### src/rtl/wormhole_input_unit.sv
// Wormhole input channel: flit FIFO, head latch for routing, allocation handshake, packet streaming.
// Head written at edge N gives req_o in cycle N+2 and data on data_o one cycle after grant; link is backpressured by rdy_o (FIFO not full).
module wormhole_input_unit #(
    parameter int FLIT_DATA_W    = 8,
    parameter int FLIT_ID_W      = 2,
    parameter int HOP_CNT_W      = 4,
    parameter int BUFFER_DEPTH_W = 2,
    localparam int FLIT_W        = FLIT_ID_W + FLIT_DATA_W
) (
    input  logic              clk_i,
    input  logic              rst_ni,
    input  logic [FLIT_W-1:0] data_i,
    input  logic              data_vld_i,
    output logic              rdy_o,
    output logic [FLIT_W-1:0] header_o,
    output logic              req_o,
    input  logic              grant_i,
    output logic [FLIT_W-1:0] data_o,
    output logic              data_vld_o,
    input  logic              out_rdy_i,
    output logic              err_o
);
    localparam int DEPTH = 1 << BUFFER_DEPTH_W;
    localparam logic [BUFFER_DEPTH_W:0] DEPTH_CNT = (BUFFER_DEPTH_W + 1)'(DEPTH);

    localparam logic [FLIT_ID_W-1:0] ID_HEAD   = FLIT_ID_W'(2'b10);
    localparam logic [FLIT_ID_W-1:0] ID_TAIL   = FLIT_ID_W'(2'b11);
    localparam logic [FLIT_ID_W-1:0] ID_SINGLE = FLIT_ID_W'(2'b01);

    typedef enum logic [1:0] {IDLE, WAIT_ALLOC, ACTIVE} state_t;

    logic [FLIT_W-1:0]         mem [DEPTH];
    logic [BUFFER_DEPTH_W-1:0] wr_ptr;
    logic [BUFFER_DEPTH_W-1:0] rd_ptr;
    logic [BUFFER_DEPTH_W:0]   count;
    logic                      empty;
    logic                      full;
    logic                      push;
    logic                      pop;
    logic                      pop_tx;
    logic                      pop_orphan;

    state_t                    state;
    logic                      first;
    logic [FLIT_W-1:0]         top;
    logic [FLIT_ID_W-1:0]      top_id;
    logic                      is_start;
    logic                      is_end;
    logic [HOP_CNT_W-1:0]      hop;
    logic [HOP_CNT_W-1:0]      hop_next;
    logic [FLIT_W-1:0]         tx_flit;

    assign empty = (count == '0);
    assign full  = (count == DEPTH_CNT);
    assign rdy_o = !full;
    assign push  = data_vld_i && !full;

    assign top      = mem[rd_ptr];
    assign top_id   = top[FLIT_W-1 -: FLIT_ID_W];
    assign is_start = (top_id == ID_HEAD) || (top_id == ID_SINGLE);
    assign is_end   = (top_id == ID_TAIL) || (top_id == ID_SINGLE);

    assign pop_tx     = (state == ACTIVE) && !empty && out_rdy_i;
    assign pop_orphan = (state == IDLE) && !empty && !is_start;
    assign pop        = pop_tx || pop_orphan;

    // Only the packet's own opening flit gets its hop bumped; a stray HEAD mid-packet is plain payload.
    assign hop      = top[HOP_CNT_W-1:0];
    assign hop_next = (&hop) ? hop : hop + HOP_CNT_W'(1);
    assign tx_flit  = first ? {top[FLIT_W-1:HOP_CNT_W], hop_next} : top;

    assign data_vld_o = (state == ACTIVE) && !empty;
    assign data_o     = data_vld_o ? tx_flit : '0;

    always_ff @(posedge clk_i) begin
        if (push) begin
            mem[wr_ptr] <= data_i;
        end
    end

    always_ff @(posedge clk_i or negedge rst_ni) begin
        if (!rst_ni) begin
            wr_ptr <= '0;
            rd_ptr <= '0;
            count  <= '0;
        end else begin
            if (push) begin
                wr_ptr <= wr_ptr + 1'b1;
            end
            if (pop) begin
                rd_ptr <= rd_ptr + 1'b1;
            end
            case ({push, pop})
                2'b10:   count <= count + 1'b1;
                2'b01:   count <= count - 1'b1;
                default: count <= count;
            endcase
        end
    end

    always_ff @(posedge clk_i or negedge rst_ni) begin
        if (!rst_ni) begin
            state    <= IDLE;
            header_o <= '0;
            req_o    <= 1'b0;
            err_o    <= 1'b0;
            first    <= 1'b0;
        end else begin
            err_o <= 1'b0;
            case (state)
                IDLE: begin
                    if (!empty) begin
                        if (is_start) begin
                            header_o <= top;
                            req_o    <= 1'b1;
                            state    <= WAIT_ALLOC;
                        end else begin
                            err_o <= 1'b1;
                        end
                    end
                end
                WAIT_ALLOC: begin
                    if (grant_i) begin
                        first <= 1'b1;
                        state <= ACTIVE;
                    end
                end
                ACTIVE: begin
                    if (pop_tx) begin
                        first <= 1'b0;
                        if (is_end) begin
                            req_o <= 1'b0;
                            state <= IDLE;
                        end
                    end
                end
                default: begin
                    req_o <= 1'b0;
                    state <= IDLE;
                end
            endcase
        end
    end
endmodule

### config.mk
export PLATFORM = sky130hd
export DESIGN_NAME = wormhole_input_unit
export DESIGN_NICKNAME = d
export VERILOG_FILES = /design/src/rtl/wormhole_input_unit.sv
export SDC_FILE = /design/constraint.sdc
export NUM_CORES = 1
export LEC_CHECK = 0
export CORE_MARGIN = 4
export CORE_UTILIZATION = 45
export DETAILED_ROUTE_END_ITERATION = 16
export PLACE_DENSITY = 0.68
export SLEW_MARGIN = 20
export SYNTH_ARGS = -nofsm -noshare
export SYNTH_HDL_FRONTEND = slang
export SYNTH_SLANG_ARGS = --single-unit
export TNS_END_PERCENT = 30
### constraint.sdc
create_clock -name clk_i -period 2.8 [get_ports clk_i]
set_input_delay 0.56 -clock clk_i [delete_from_list [all_inputs] [get_ports clk_i]]
set_output_delay 0.56 -clock clk_i [all_outputs]
set_load 0.05 [all_outputs]
Yosys cells after proc, flatten, opt, wreduce, memory -nomap -nowiden. Memory sizes are Yosys's and may differ from the RTL's. Index checks and enable logic that the tools add are counted.

Div/mod/pow operators: 0. $lt $le $gt $ge: 0. $add $sub $neg: 5. Multiplexer cells: 23. Shift-type cells: 0. Bitwise gates (word level): 2. Multiply operators: 0. Equal/unequal tests: 13. Reductions and logical operators: 20.

Operators by type and width (number): 1-bit two-way mux (11); 10-bit two-way mux (1); 2-bit two-way mux (5); 2-bit != test (second input constant) (5); 5-bit AND reduction (2); 2-bit == test (second input constant) (4); 4-bit two-way mux (2); 2-bit by 1-bit == test with 1-bit output (second input constant) (3); 2-bit one-hot mux with 3 select lines (1); 3-bit one-hot mux with 2 select lines (1); 3-bit AND reduction (2); 1-bit logical AND (5); 2-bit by 1-bit adder with 2-bit output (second input constant) (2); 4-bit by 1-bit adder with 4-bit output (second input constant) (1); 4-bit AND reduction (1); 2-bit nonzero test (2); 3-bit by 1-bit adder with 3-bit output (second input constant) (1); 3-bit == test (second input constant) (1); 1-bit zero test (3); 3-bit zero test (1); 1-bit logical OR (3); 1-bit one-hot mux with 3 select lines (1); 3-bit by 1-bit subtractor with 3-bit output (second input constant) (1); 2-bit zero test (1); 2 further kinds (3).

Memory bits (read-only): 0. RAM bits: 40. Output and inout port bits: 24. Input port bits: 15. Register bits after elaboration: 22. Logic and storage cells: 72. Memories kept: 1. Bits in latches: 0.

Memory list: mem (depth 4, width 10, read ports 1, clocked after Yosys merged registers in 0, write ports 1, RTL line 32) `logic [FLIT_W-1:0] mem [DEPTH];`.

Depth between registers and ports, before layout. An unclocked memory read counts as a cell.

Depth in word-level cells: 8. Gate-level depth with buffers: 10. Depth with buffers taken out: 10.

Worst setup path after synthesis. Ideal clock, no wire load.

Kind: register to output. Start point: reg rd_ptr[0]. End point: out data_o[2]. Data required time: 2.240 ns. Arrival time: 2.792 ns. Path buffers: 1. Setup slack: -0.552 ns. Cell stages (with the launch flop): 6. Cell sequence: dfrtp_1 -> buf_2 -> mux4_2 -> ha_1 -> and4b_1 -> nor3_1.

Longest elaborated chain between the ends: 5. Elaborated cells on any way between the ends: 6. Classes of those cells: add/sub (1); mux (3); reduce/logical (1); memory (1).

Ends and longest elaborated chain: start: declaration (RTL line 34) `logic [BUFFER_DEPTH_W-1:0] rd_ptr;`; start signal: assignment (RTL line 91) `rd_ptr <= rd_ptr + 1'b1;`; memory 4 x 10 bit *; named net top[0] (RTL line 45) `logic [FLIT_W-1:0] top;`; 4-bit by 1-bit adder with 4-bit output or 4-bit AND reduction (tied branches) (RTL line 69) `assign hop_next = (&hop) ? hop : hop + HOP_CNT_W'(1);`; 4-bit two-way mux * (RTL line 69); 4-bit two-way mux * (RTL line 70) `assign tx_flit = first ? {top[FLIT_W-1:HOP_CNT_W], hop_next} : top;`; 10-bit two-way mux * (RTL line 73) `assign data_o = data_vld_o ? tx_flit : '0;`; end: declaration (RTL line 18) `output logic [FLIT_W-1:0] data_o,`.

Mark *: on every way through the listed nets, which the timed path passes. The rest lies on a longest branch.

Worst setup path in the final report.
Start point: reg rd_ptr[0]. End point: out data_o[1].

Longest elaborated chain between the ends: 5. Elaborated cells on any way between the ends: 6. Classes of those cells: add/sub (1); mux (3); reduce/logical (1); memory (1).

Ends and longest elaborated chain (RTL line): memory 4 x 10 bit *; 4-bit by 1-bit adder with 4-bit output or 4-bit AND reduction (tied branches) (69); 4-bit two-way mux (69); 4-bit two-way mux * (70); 10-bit two-way mux * (73).

Every way passes the cells marked *; elsewhere a longest branch is shown, timed or not.

==> reports/results.ini <==
[status]
outcome = complete, no violations

[critical_path]
critPathMaxFanout = 5
cp_slowest_cell = mux4_2
crit_path_start_kind = flip-flop
crit_start = rd_ptr[0]
required_ns = 2.24
critPathMaxStageDelay_ns = 0.56
cp-end-kind = output port
cp.arrival_ns = 2.19
timing.rr.start = rd_ptr[0]
crit_type = flip-flop to output port
path_cells = buf_4, mux4_2, a31oi_4, mux2i_2, nor2_2, buf_12

[worst_hold_path]
min-delay-start = header_o[5]
worstHoldPathType = flip-flop to flip-flop

[global_routing]
grt_pass1_wl_mm = 8.47
antenna_found_initial = 0
grt_pass1_vias = 1691
track_usage = 0.156
grt_overflow = 0
grt_max_degree = 23

[sta]
fin_crit_ns = 2.75
finalHoldViolCount = 0
clock_skew_ns = 0.00698
setup_viol = 0
clock.fmax_mhz = 364
tightest_slew_ns = 0.563
grt_setup_unrepaired = true
slew_headroom = 0.625
final.setup.worst_slack_ns = 0.0546
period_share = 0.980
drv_slew = 0

[cells_and_area]
diodes = 0
syn_to_final_growth_pct = 30.2
final_util = 0.619
layout_commonest_cell = edfxtp_1
final_cell_mix = edfxtp_1 (40), clkdlybuf4s50_1 (27), buf_4 (24)
stdcell_count = 305
drive_gt1_frac = 0.313
num-nets-final = 250

[power]
powerDensity_nw_per_um2 = 1330
totalPowerFinal_mw = 4.68
irDropWorstVdd_mv = 0.650
leakagePower_nw = 1.39

[die]
chipHeight_um = 85.4
design.die.area_um2 = 7300
core_um2 = 5680
start_util = 0.475
rows = 27
die_w_um = 85.4
io_pins = 39

[detailed_routing]
drtIter0Drc = 86
viasPerCell = 5.25
via_count = 1600
post-route-drc-count = 0
dr.pass1.iters = 4
routed_wl_mm = 5.13
drt.antenna.violating_nets = 0
wl_per_cell_um = 16.8

[synth]
yosys.cell_types.count = 37
syn_avg_cell_area_um2 = 16.2
ys_top_cells_by_area = edfxtp_1 (45%), dfrtp_1 (20%), mux4_2 (8.3%)
yosys.area_share.simple = 0.0802
yosysSeqAreaShare = 0.649
syn_area_um2 = 2700
ys_warn_count = 0
ys_ff_latch = 62
synthXorXnorAreaFrac = 0.0255
syn_nets = 189
syn_inst = 167
muxShareOfSynthArea = 0.151
synth_largest_area_cell = edfxtp_1
synthAdderAreaFrac = 0.0353
synth-compound-area-share = 0.0334
synth_top_area_frac = 0.445
synth_top_family_by_area = multiplexers

[run]
cap_violations = 0

[clock_tree]
cts_buffers = 9
htree_levels = 3
clock_sinks = 62
cts_tree = done
clkTransAtPathRegs_ns = 0.07
cts-root-buf = clkbuf_8
clk_latency_ns = 0.33
postCtsHoldBufs = 0
clk_path_buf_depth = 2

[place]
dp_cells = 284
pre_cts_slack_ns = 0.0319
io_buffers = 38
gp_congestion = 0.711
hpwl_mm = 3.69

-- logic make-up (layout without fill, tap and decap cells) --
| logic type | after synthesis | count (layout) |
|---|---|---|
| multiplexers | 24 | 24 |
| AO/OA/AOI/OAI | 13 | 13 |
| adder cells (fa/ha/maj) | 7 | 7 |
| buffers and inverters | 16 | 82 |
| XOR/XNOR | 7 | 7 |
| flip-flops | 62 | 62 |
| AND/OR/NAND/NOR | 38 | 38 |
-- cell usage after synthesis --
cell type,number
a21oi_1,5
a22o_1,1
a311o_1,1
a31oi_1,1
and2_1,7
and2_4,1
and3_1,5
and4b_1,1
buf_2,1
buf_6,1
clkbuf_1,2
dfrtp_1,22
edfxtp_1,40
fa_1,1
ha_1,6
inv_1,12
mux2_2,1
mux2_4,8
mux2i_1,5
mux4_2,10
nand2_1,4
nand2b_1,1
nand3_1,3
nand4_1,1
nor2_1,6
nor2b_1,1
nor3_1,3
nor4b_1,1
o2111ai_1,1
o21bai_1,1
o221ai_1,2
o22ai_1,1
or3_1,3
or3b_2,1
xnor2_1,3
xor2_1,3
xor2_2,1
-- flip-flops by register name, indices dropped and copies added, names as in the netlist --
name / cells
first: 1
rd_ptr: 2
err_o: 1
mem: 40
header_o: 10
count: 3
req_o: 1
state: 2
wr_ptr: 2
-- final timing paths --
| kind | to | slack (ns) | cells past startpoint |
|---|---|---|---|
| min in group asynchronous | header_o[4] | 0.57 | 2 |
| max in group asynchronous | rd_ptr[1] | 1.98 | 2 |
| worst min register to register | header_o[5] | 0.52 | 1 |
| worst max-delay path | data_o[1] | 0.05 | 6 |
| worst max register to register | count[2] | 0.18 | 10 |
| worst min-delay path | header_o[5] | 0.52 | 1 |
-- layout make-up --
| cell class | count | area, µm² |
|---|---|---|
| Clock buffer | 9 | 124 |
| Clock inverter | 7 | 65.1 |
| Fill cell | 419 | 2160 |
| Inverter | 12 | 45.0 |
| Multi-Input combinational cell | 89 | 923 |
| Sequential cell | 62 | 1750 |
| Tap cell | 72 | 90.1 |
| Timing Repair Buffer | 54 | 510 |
-- through the flow --
step	hold slack, ns	area [µm²]	TNS (ns)
2_1_floorplan	0.264	2710	-0.115
3_3_place_gp	0.493	3250	0
3_5_place_dp	0.499	3250	0
4_1_cts	0.522	3470	0
5_1_grt	0.538	3510	-0.0939
6_report	0.524	3510	0
-- power by group --
group | switching [mW] | internal, mW | leakage (nW)
logic | 1.34 | 1.13 | 0.676
clock network | 0.344 | 0.403 | 0.0863
registers | 0.176 | 1.28 | 0.623
total | 1.86 | 2.82 | 1.39
-- critical path, delay by kind of cell, from the launching register on --
kind                   cells  cell delay [ns]
multiplexers               2             0.82
flip-flops                 1             0.42
buffers and inverters      2             0.29
AO/OA/AOI/OAI              1             0.26
AND/OR/NAND/NOR            1             0.07
-- repair_timing --
item	in CTS	in global routing
resized for setup	3	5
endpoints found under the hold margin	0	0
pin swaps	0	1
endpoints found under the setup margin	4	3
buffers inserted	2	3
-- metal layers --
layer,wire length (µm),GRT usage,vias up
li1,-,-,749
met1,2140,0.185,799
met2,2620,0.252,42
met3,254,0.0466,10
met4,112,0.0863,0
met5,0,0,-
Note: power is estimated with default switching activity, not from simulation.
